**config.mk**
```make
export PLATFORM = sky130hd
export DESIGN_NAME = wb_stage
export DESIGN_NICKNAME = d
export VERILOG_FILES = /design/src/rtl/wb_stage.sv
export SDC_FILE = /design/constraint.sdc
export NUM_CORES = 1
export LEC_CHECK = 0
export ABC_AREA = 1
export ABC_CLOCK_PERIOD_IN_PS = 3600
export BUFFER_PORTS_ARGS = -buffer_cell sky130_fd_sc_hd__buf_2
export CORE_MARGIN = 2
export CORE_UTILIZATION = 53
export CTS_CLUSTER_SIZE = 28
export DETAILED_ROUTE_END_ITERATION = 8
export MAX_ROUTING_LAYER = met4
export PLACE_DENSITY = 0.95
export SYNTH_ARGS = -nofsm -noshare
export SYNTH_HDL_FRONTEND = slang
export SYNTH_SLANG_ARGS = --single-unit
```
**constraint.sdc**
```tcl
create_clock -name clk -period 3.6 [get_ports clk]
set_clock_uncertainty 0.05 [all_clocks]
set_input_delay 1.08 -clock clk [delete_from_list [all_inputs] [get_ports clk]]
set_output_delay 1.08 -clock clk [all_outputs]
set_load 0.005 [all_outputs]
```
**src/rtl/wb_stage.sv**
```systemverilog
// -----------------------------------------------------------------------------
// wb_stage -- writeback stage of the pipelined RISC-V core.
//
// This is the only driver of the register-file write port. It takes retiring
// instructions from the MEM stage over a valid/ready handshake and picks the
// result source: ALU, load data, or PC+4. A load parks the stage in WAIT_LOAD
// until the data-memory response arrives. The returned word is then formatted
// as a byte, halfword or word, with sign or zero extension. A bounded wait
// timeout turns a lost response into a one-cycle load_err pulse, so the
// pipeline cannot hang.
//
// Parameters
//   TIMEOUT_CYCLES  maximum number of cycles spent in WAIT_LOAD (0 = no timeout)
//
// Ports
//   clk            in   clock, rising edge
//   reset          in   asynchronous active-high reset
//   in_valid       in   MEM stage presents an instruction
//   in_ready       out  stage can accept (1 in IDLE, combinational from state)
//   in_rd          in   destination register
//   in_reg_we      in   instruction writes rd
//   in_wb_sel      in   00 ALU, 01 load, 10 PC+4, 11 treated as ALU
//   in_alu_result  in   ALU result
//   in_pc_plus4    in   link value
//   in_funct3      in   load width/sign
//   in_addr_lo     in   low two bits of the load address
//   dmem_rvalid    in   load data valid (single-cycle pulse)
//   dmem_rdata     in   raw aligned memory word
//   write_en       out  register-file write strobe (one cycle per result)
//   write_addr     out  register-file write address
//   write_value    out  register-file write data
//   load_err       out  one-cycle pulse on load timeout
//
// Optional feature (macro WB_FORWARD_EN):
//   fwd_valid/fwd_addr/fwd_value  mirror of the write port, for decode bypass
//   fwd_pending/fwd_pending_addr  a load to a nonzero rd is outstanding
// -----------------------------------------------------------------------------
module wb_stage #(
  parameter int TIMEOUT_CYCLES = 255
) (
  input  logic        clk,
  input  logic        reset,
  input  logic        in_valid,
  output logic        in_ready,
  input  logic [4:0]  in_rd,
  input  logic        in_reg_we,
  input  logic [1:0]  in_wb_sel,
  input  logic [31:0] in_alu_result,
  input  logic [31:0] in_pc_plus4,
  input  logic [2:0]  in_funct3,
  input  logic [1:0]  in_addr_lo,
  input  logic        dmem_rvalid,
  input  logic [31:0] dmem_rdata,
  output logic        write_en,
  output logic [4:0]  write_addr,
  output logic [31:0] write_value,
  output logic        load_err
`ifdef WB_FORWARD_EN
  ,
  output logic        fwd_valid,
  output logic [4:0]  fwd_addr,
  output logic [31:0] fwd_value,
  output logic        fwd_pending,
  output logic [4:0]  fwd_pending_addr
`endif
);

  typedef enum logic {
    IDLE      = 1'b0,
    WAIT_LOAD = 1'b1
  } state_t;

  // The counter only has to reach TIMEOUT_CYCLES-1 before the timeout fires.
  localparam int CNT_W = (TIMEOUT_CYCLES < 2) ? 1 : $clog2(TIMEOUT_CYCLES + 1);
  localparam logic [CNT_W-1:0] TMO_LAST =
      CNT_W'((TIMEOUT_CYCLES == 0) ? 0 : (TIMEOUT_CYCLES - 1));

  // Extract and extend the addressed byte or halfword of the memory word.
  function automatic logic [31:0] fmt_load(input logic [2:0]  f3,
                                           input logic [1:0]  lo,
                                           input logic [31:0] w);
    logic [7:0]  b;
    logic [15:0] h;
    case (lo)
      2'b00:   b = w[7:0];
      2'b01:   b = w[15:8];
      2'b10:   b = w[23:16];
      2'b11:   b = w[31:24];
      default: b = w[7:0];
    endcase
    // addr_lo[0] is deliberately ignored for halfwords.
    h = lo[1] ? w[31:16] : w[15:0];
    case (f3)
      3'b000:  fmt_load = {{24{b[7]}}, b};
      3'b100:  fmt_load = {24'h00_0000, b};
      3'b001:  fmt_load = {{16{h[15]}}, h};
      3'b101:  fmt_load = {16'h0000, h};
      default: fmt_load = w;
    endcase
  endfunction

  state_t           state_q, state_d;
  logic [4:0]       ld_rd_q, ld_rd_d;
  logic             ld_we_q, ld_we_d;
  logic [2:0]       ld_f3_q, ld_f3_d;
  logic [1:0]       ld_lo_q, ld_lo_d;
  logic [CNT_W-1:0] cnt_q, cnt_d;
  logic             we_q, we_d;
  logic [4:0]       addr_q, addr_d;
  logic [31:0]      val_q, val_d;
  logic             err_q, err_d;
  logic             tmo_hit;

  assign tmo_hit  = (TIMEOUT_CYCLES != 0) && (cnt_q == TMO_LAST);
  assign in_ready = (state_q == IDLE);

  // Next-state and next-output logic for the IDLE / WAIT_LOAD controller.
  always_comb begin
    state_d = state_q;
    ld_rd_d = ld_rd_q;
    ld_we_d = ld_we_q;
    ld_f3_d = ld_f3_q;
    ld_lo_d = ld_lo_q;
    cnt_d   = cnt_q;
    we_d    = 1'b0;
    addr_d  = addr_q;
    val_d   = val_q;
    err_d   = 1'b0;
    case (state_q)
      IDLE: begin
        // dmem_rvalid is not looked at here: a stray response is ignored.
        if (in_valid) begin
          if (in_wb_sel == 2'b01) begin
            ld_rd_d = in_rd;
            ld_we_d = in_reg_we;
            ld_f3_d = in_funct3;
            ld_lo_d = in_addr_lo;
            cnt_d   = {CNT_W{1'b0}};
            state_d = WAIT_LOAD;
          end else begin
            we_d   = in_reg_we && (in_rd != 5'd0);
            addr_d = in_rd;
            val_d  = (in_wb_sel == 2'b10) ? in_pc_plus4 : in_alu_result;
          end
        end else begin
          state_d = IDLE;
        end
      end
      WAIT_LOAD: begin
        // A response in the timeout cycle still wins over the error.
        if (dmem_rvalid) begin
          we_d    = ld_we_q && (ld_rd_q != 5'd0);
          addr_d  = ld_rd_q;
          val_d   = fmt_load(ld_f3_q, ld_lo_q, dmem_rdata);
          state_d = IDLE;
        end else if (tmo_hit) begin
          err_d   = 1'b1;
          state_d = IDLE;
        end else begin
          cnt_d = cnt_q + CNT_W'(1);
        end
      end
      default: begin
        state_d = IDLE;
      end
    endcase
  end

  // State, latched load context and registered write-port outputs.
  always_ff @(posedge clk or posedge reset) begin
    if (reset) begin
      state_q <= IDLE;
      ld_rd_q <= 5'd0;
      ld_we_q <= 1'b0;
      ld_f3_q <= 3'd0;
      ld_lo_q <= 2'd0;
      cnt_q   <= {CNT_W{1'b0}};
      we_q    <= 1'b0;
      addr_q  <= 5'd0;
      val_q   <= 32'h0000_0000;
      err_q   <= 1'b0;
    end else begin
      state_q <= state_d;
      ld_rd_q <= ld_rd_d;
      ld_we_q <= ld_we_d;
      ld_f3_q <= ld_f3_d;
      ld_lo_q <= ld_lo_d;
      cnt_q   <= cnt_d;
      we_q    <= we_d;
      addr_q  <= addr_d;
      val_q   <= val_d;
      err_q   <= err_d;
    end
  end

  assign write_en    = we_q;
  assign write_addr  = addr_q;
  assign write_value = val_q;
  assign load_err    = err_q;

`ifdef WB_FORWARD_EN
  logic pending;

  assign pending          = (state_q == WAIT_LOAD) && ld_we_q && (ld_rd_q != 5'd0);
  assign fwd_valid        = we_q;
  assign fwd_addr         = addr_q;
  assign fwd_value        = val_q;
  assign fwd_pending      = pending;
  assign fwd_pending_addr = pending ? ld_rd_q : 5'd0;
`endif

endmodule

```
# Word level (Yosys, flattened, before mapping)
# Index checks and enable logic that the tools add are counted.
# word_totals
ff_bits,59
inputBits,113
output_inout_bits,40
word_cells,65
# classes
add_sub_neg,1
n_eq_ne,15
muxes,29
n_bitwise,1
n_reduce_logical,9
# op_table
cell,count
$mux 32,4
$pmux 32 s4,1
$pmux 32 s2,1
$mux 8,4
$pmux 8 s4,1
$mux 16,1
$pmux 8 s2,1
$mux 5,3
$mux 1,10
$ne 2x2->1 const B,5
$pmux 5 s2,1
$reduce_bool 5->1,2
$add 8x1->8 const B,1
$eq 8x8->1 const B,1
$eq 2x2->1 const B,3
$eq 3x3->1 const B,2
$reduce_and 3->1,2
$eq 2x1->1 const B,2
$pmux 1 s2,2
$reduce_and 4->1,1
$eq 3x1->1 const B,1
$logic_not 3->1,1
$logic_and 1x1->1,2
$logic_not 2->1,1
2 further kinds,2

# Depth between registers and ports, before layout
# depth
word_depth,5
mapped_depth,10
depth_no_buf,9

# Worst setup path after synthesis
# Ideal clock, no wire load.
# synth_timing
path_type,in2reg
from,in in_valid
to,"reg val_q[10], in the netlist write_value[10]"
setup_time_ns,0.077
arrival_time_ns,1.828
slack_ns,1.645
cell_stages,8
n_path_buf,2
path_cell_list,inv_1 > nor2_1 > nand2_1 > nand2_1 > buf_2 > buf_4 > nor2_1 > a21oi_1
# synth_via
elab_chain_len,2
# synth_lines
item,line_no,rtl
"start, declared",43,"input logic in_valid,"
$ne 2x2->1 (no line),--,
$reduce_and 3->1 (no line),--,
"end signal, assigned",191,val_q <= val_d;
"end, declared",110,"logic [31:0] val_q, val_d;"
# Every way passes these cells.
# A chain may end at the register's enable or synchronous reset.

# Worst setup path in the final report
# layout_timing
from,reg ld_f3_q[1]
to,"reg val_q[28], in the netlist write_value[28]"
# layout_via
elab_chain_len,4
# layout_lines
item,line_no,rtl
"start, declared",105,"logic [2:0] ld_f3_q, ld_f3_d;"
"start signal, assigned",186,ld_f3_q <= ld_f3_d;
$eq 3x3->1 (tied with other cells),93,case (f3)
$pmux 32 s4 *,93,
$mux 32 *,151,if (dmem_rvalid) begin
$pmux 32 s2 *,129,case (state_q)
# Mark *: on every way between the ends. The rest lies on a longest branch, timed or not. The select of a mux whose other input is x is not followed.

==> results.json <==
{
  "vias_per_cell": 5.51,
  "cts-root-buf": "clkbuf_8",
  "maxSlewViolCount": 0,
  "ir_drop_mv": 0.275,
  "synth_simple_gate_area_share_pct": 32.2,
  "first_iter_violations": 325,
  "synth.distinct_cells": 31,
  "syn_inst": 564,
  "crit_path_end_kind": "register",
  "max-slew-margin-rel_pct": 32.7,
  "worst-setup-path-type": "reg2reg",
  "synth_area_leader_cell": "dfrtp_1",
  "crit_required_ns": 3.77,
  "holdBufCountCts": 0,
  "ys_seq_area_share_pct": 39.1,
  "fin_crit_sh_pct": 68.1,
  "finalHoldViolCount": 0,
  "synth_top_family_by_area": "simple AND/OR/NAND/NOR gates",
  "layout_commonest_cell": "nand2_1",
  "p_leak_nw": 2.61,
  "path_clk_slew_ns": 0.08,
  "cts_tree": "built",
  "grt_util_met1_pct": 37.6,
  "routed_wl_mm": 12.0,
  "maxCapViolCount": 0,
  "hold_path_class": "reg2reg",
  "die_h_microns": 88.4,
  "ys_seq_elements": 59,
  "antenna_found_initial": 0,
  "fp.coreArea_sq_um": 6830,
  "crit_fanout": 29,
  "grt_pass1_vias": 4088,
  "grt_pass1_wl_mm": 18.5,
  "cp.arrival_ns": 2.62,
  "power.density_nw_per_um2": 487,
  "start_util_pct": 55.3,
  "final.setup.worst_slack_ns": 1.15,
  "postCtsSetupRepairBufs": 0,
  "use_met2_pct": 51.4,
  "synth_xor_area_share_pct": 0.696,
  "wl_per_cell_microns": 15.0,
  "rows": 30,
  "port_buffers": 152,
  "setup_viol": 0,
  "synth_compound_area_share_pct": 17.2,
  "netlist.area_leader.share_pct": 39.1,
  "tns_ns": 0,
  "area_growth_syn_to_layout_pct": 25.6,
  "final_cell_mix": "194 x nand2_1, 152 x buf_2, 59 x dfrtp_1",
  "grt_use_met3_pct": 4.94,
  "rsz0062_at_grt": "false",
  "synth_fa_ha_area_share_pct": 0.662,
  "first_pass_iters": 6,
  "place_ws_ns": 0.938,
  "num_antenna_cells": 0,
  "fmaxAchievable_mhz": 408,
  "yosysWarnings": 0,
  "hold_ws_ns": 0.429,
  "critPathLaunchType": "register",
  "htreeDepth": 3,
  "die_w_microns": 88.4,
  "synth.area.top_cells": "dfrtp_1 39%, nand2_1 19%, a21oi_1 6.4%, nand3_1 4.8%, inv_1 4.7%",
  "nNetsFinal": 815,
  "synthMuxAreaShare_pct": 0,
  "clockBufferDepth": 2,
  "min_period_ns": 2.45,
  "worst_pin_slew_ns": 1.01,
  "clkLatencyLatePin_ns": 0.33,
  "grt-ovfl-total": 0,
  "ant_nets": 0,
  "cts_resized": 0,
  "vias": 4413,
  "routabilityCongestion": 0.931,
  "mappedNetlistArea_sq_um": 3780,
  "syn-num-nets": 679,
  "die_area_sq_um": 7820,
  "total_power_w": 0.00231,
  "cts_buffers": 9,
  "grt_max_degree": 70,
  "hpwlAfterDp_mm": 8.74,
  "cts.sink_count": 59,
  "ioPinCount": 153,
  "syn_avg_cell_area_sq_um": 6.70,
  "grt_usage_pct": 31.6,
  "drive_gt1_share_pct": 27.1,
  "busiest_layer": "met2",
  "status": "finished, final reports clean",
  "drc": 0
}
through the flow:
step                area [sq um]  util [%]  instances
finish                      4750      69.5        801
global route                4750      69.5        801
CTS                         4750      69.5        801
detailed placement          4520      66.1        785
global placement            4520      66.1        785
floorplan                   3780         -        564
sequential cells by signal (all words and copies together), names as in the netlist:
| signal | flops |
|---|---|
| ld_lo_q | 2 |
| ld_we_q | 1 |
| write_en | 1 |
| load_err | 1 |
| write_value | 32 |
| state_q | 1 |
| cnt_q | 8 |
| ld_rd_q | 5 |
| write_addr | 5 |
| ld_f3_q | 3 |
where the power goes:
part	switching [W]	internal [W]
registers	0.000124	0.000796
logic	0.000405	0.000276
clock network	0.000281	0.000427
Yosys cell counts, drive strengths merged:
master	count
xnor2	1
o21a	2
o211ai	4
dfrtp	59
nand3	38
nor4	2
clkbuf	6
o21ai	41
or2	2
a31oi	22
o22ai	2
nor2	48
o31ai	1
a21oi	48
ha	2
xor2	2
nand2	199
inv	52
nor3	3
clkinv	1
nand4	2
buf	27
critical path, cell delays in order, from the launching register on:
cell and delay, ns:
dfrtp_1 0.96, inv_1 0.40, nand2_1 0.16, nor2_1 0.06, nand2_2 0.34, nand3_1 0.21
nand2_1 0.10, nand2_1 0.05
final timing paths:
path / start / endpoint / slack, ns / cells after the start
worst max-delay path: ld_f3_q[1]$_DFFE_PP0P_ / write_value[28]$_DFFE_PP0P_ / 1.15 / 7
worst min-delay path: write_value[17]$_DFFE_PP0P_ / write_value[17]$_DFFE_PP0P_ / 0.43 / 2
worst max register to register: ld_f3_q[1]$_DFFE_PP0P_ / write_value[28]$_DFFE_PP0P_ / 1.15 / 7
worst min register to register: write_value[17]$_DFFE_PP0P_ / write_value[17]$_DFFE_PP0P_ / 0.43 / 2
max in group asynchronous: reset / ld_rd_q[4]$_DFFE_PP0P_ / 1.87 / 3
min in group asynchronous: reset / write_value[15]$_DFFE_PP0P_ / 0.92 / 2
cells by family (layout without fill, tap and decap cells):
logic type,Yosys count,in the layout
xor+xnor,3,3
buf+inv,86,227
compound gates,120,120
fa+ha+maj,2,2
flops,59,59
simple gates,294,294
final cells by class:
| type | instances | area, sq um |
|---|---|---|
| Clock buffer | 12 | 155 |
| Clock inverter | 4 | 72.6 |
| Fill cell | 600 | 2090 |
| Inverter | 53 | 200 |
| Multi-Input combinational cell | 419 | 1920 |
| Sequential cell | 59 | 1480 |
| Tap cell | 96 | 120 |
| Timing Repair Buffer | 158 | 806 |
per-layer routing:
metal	part of all wire (%)	routed length, microns
met4	3.9	471
met5	0	0
met1	39	4690
met2	48	5780
met3	9.1	1100
No activity file was read; power rests on OpenSTA's default activity.
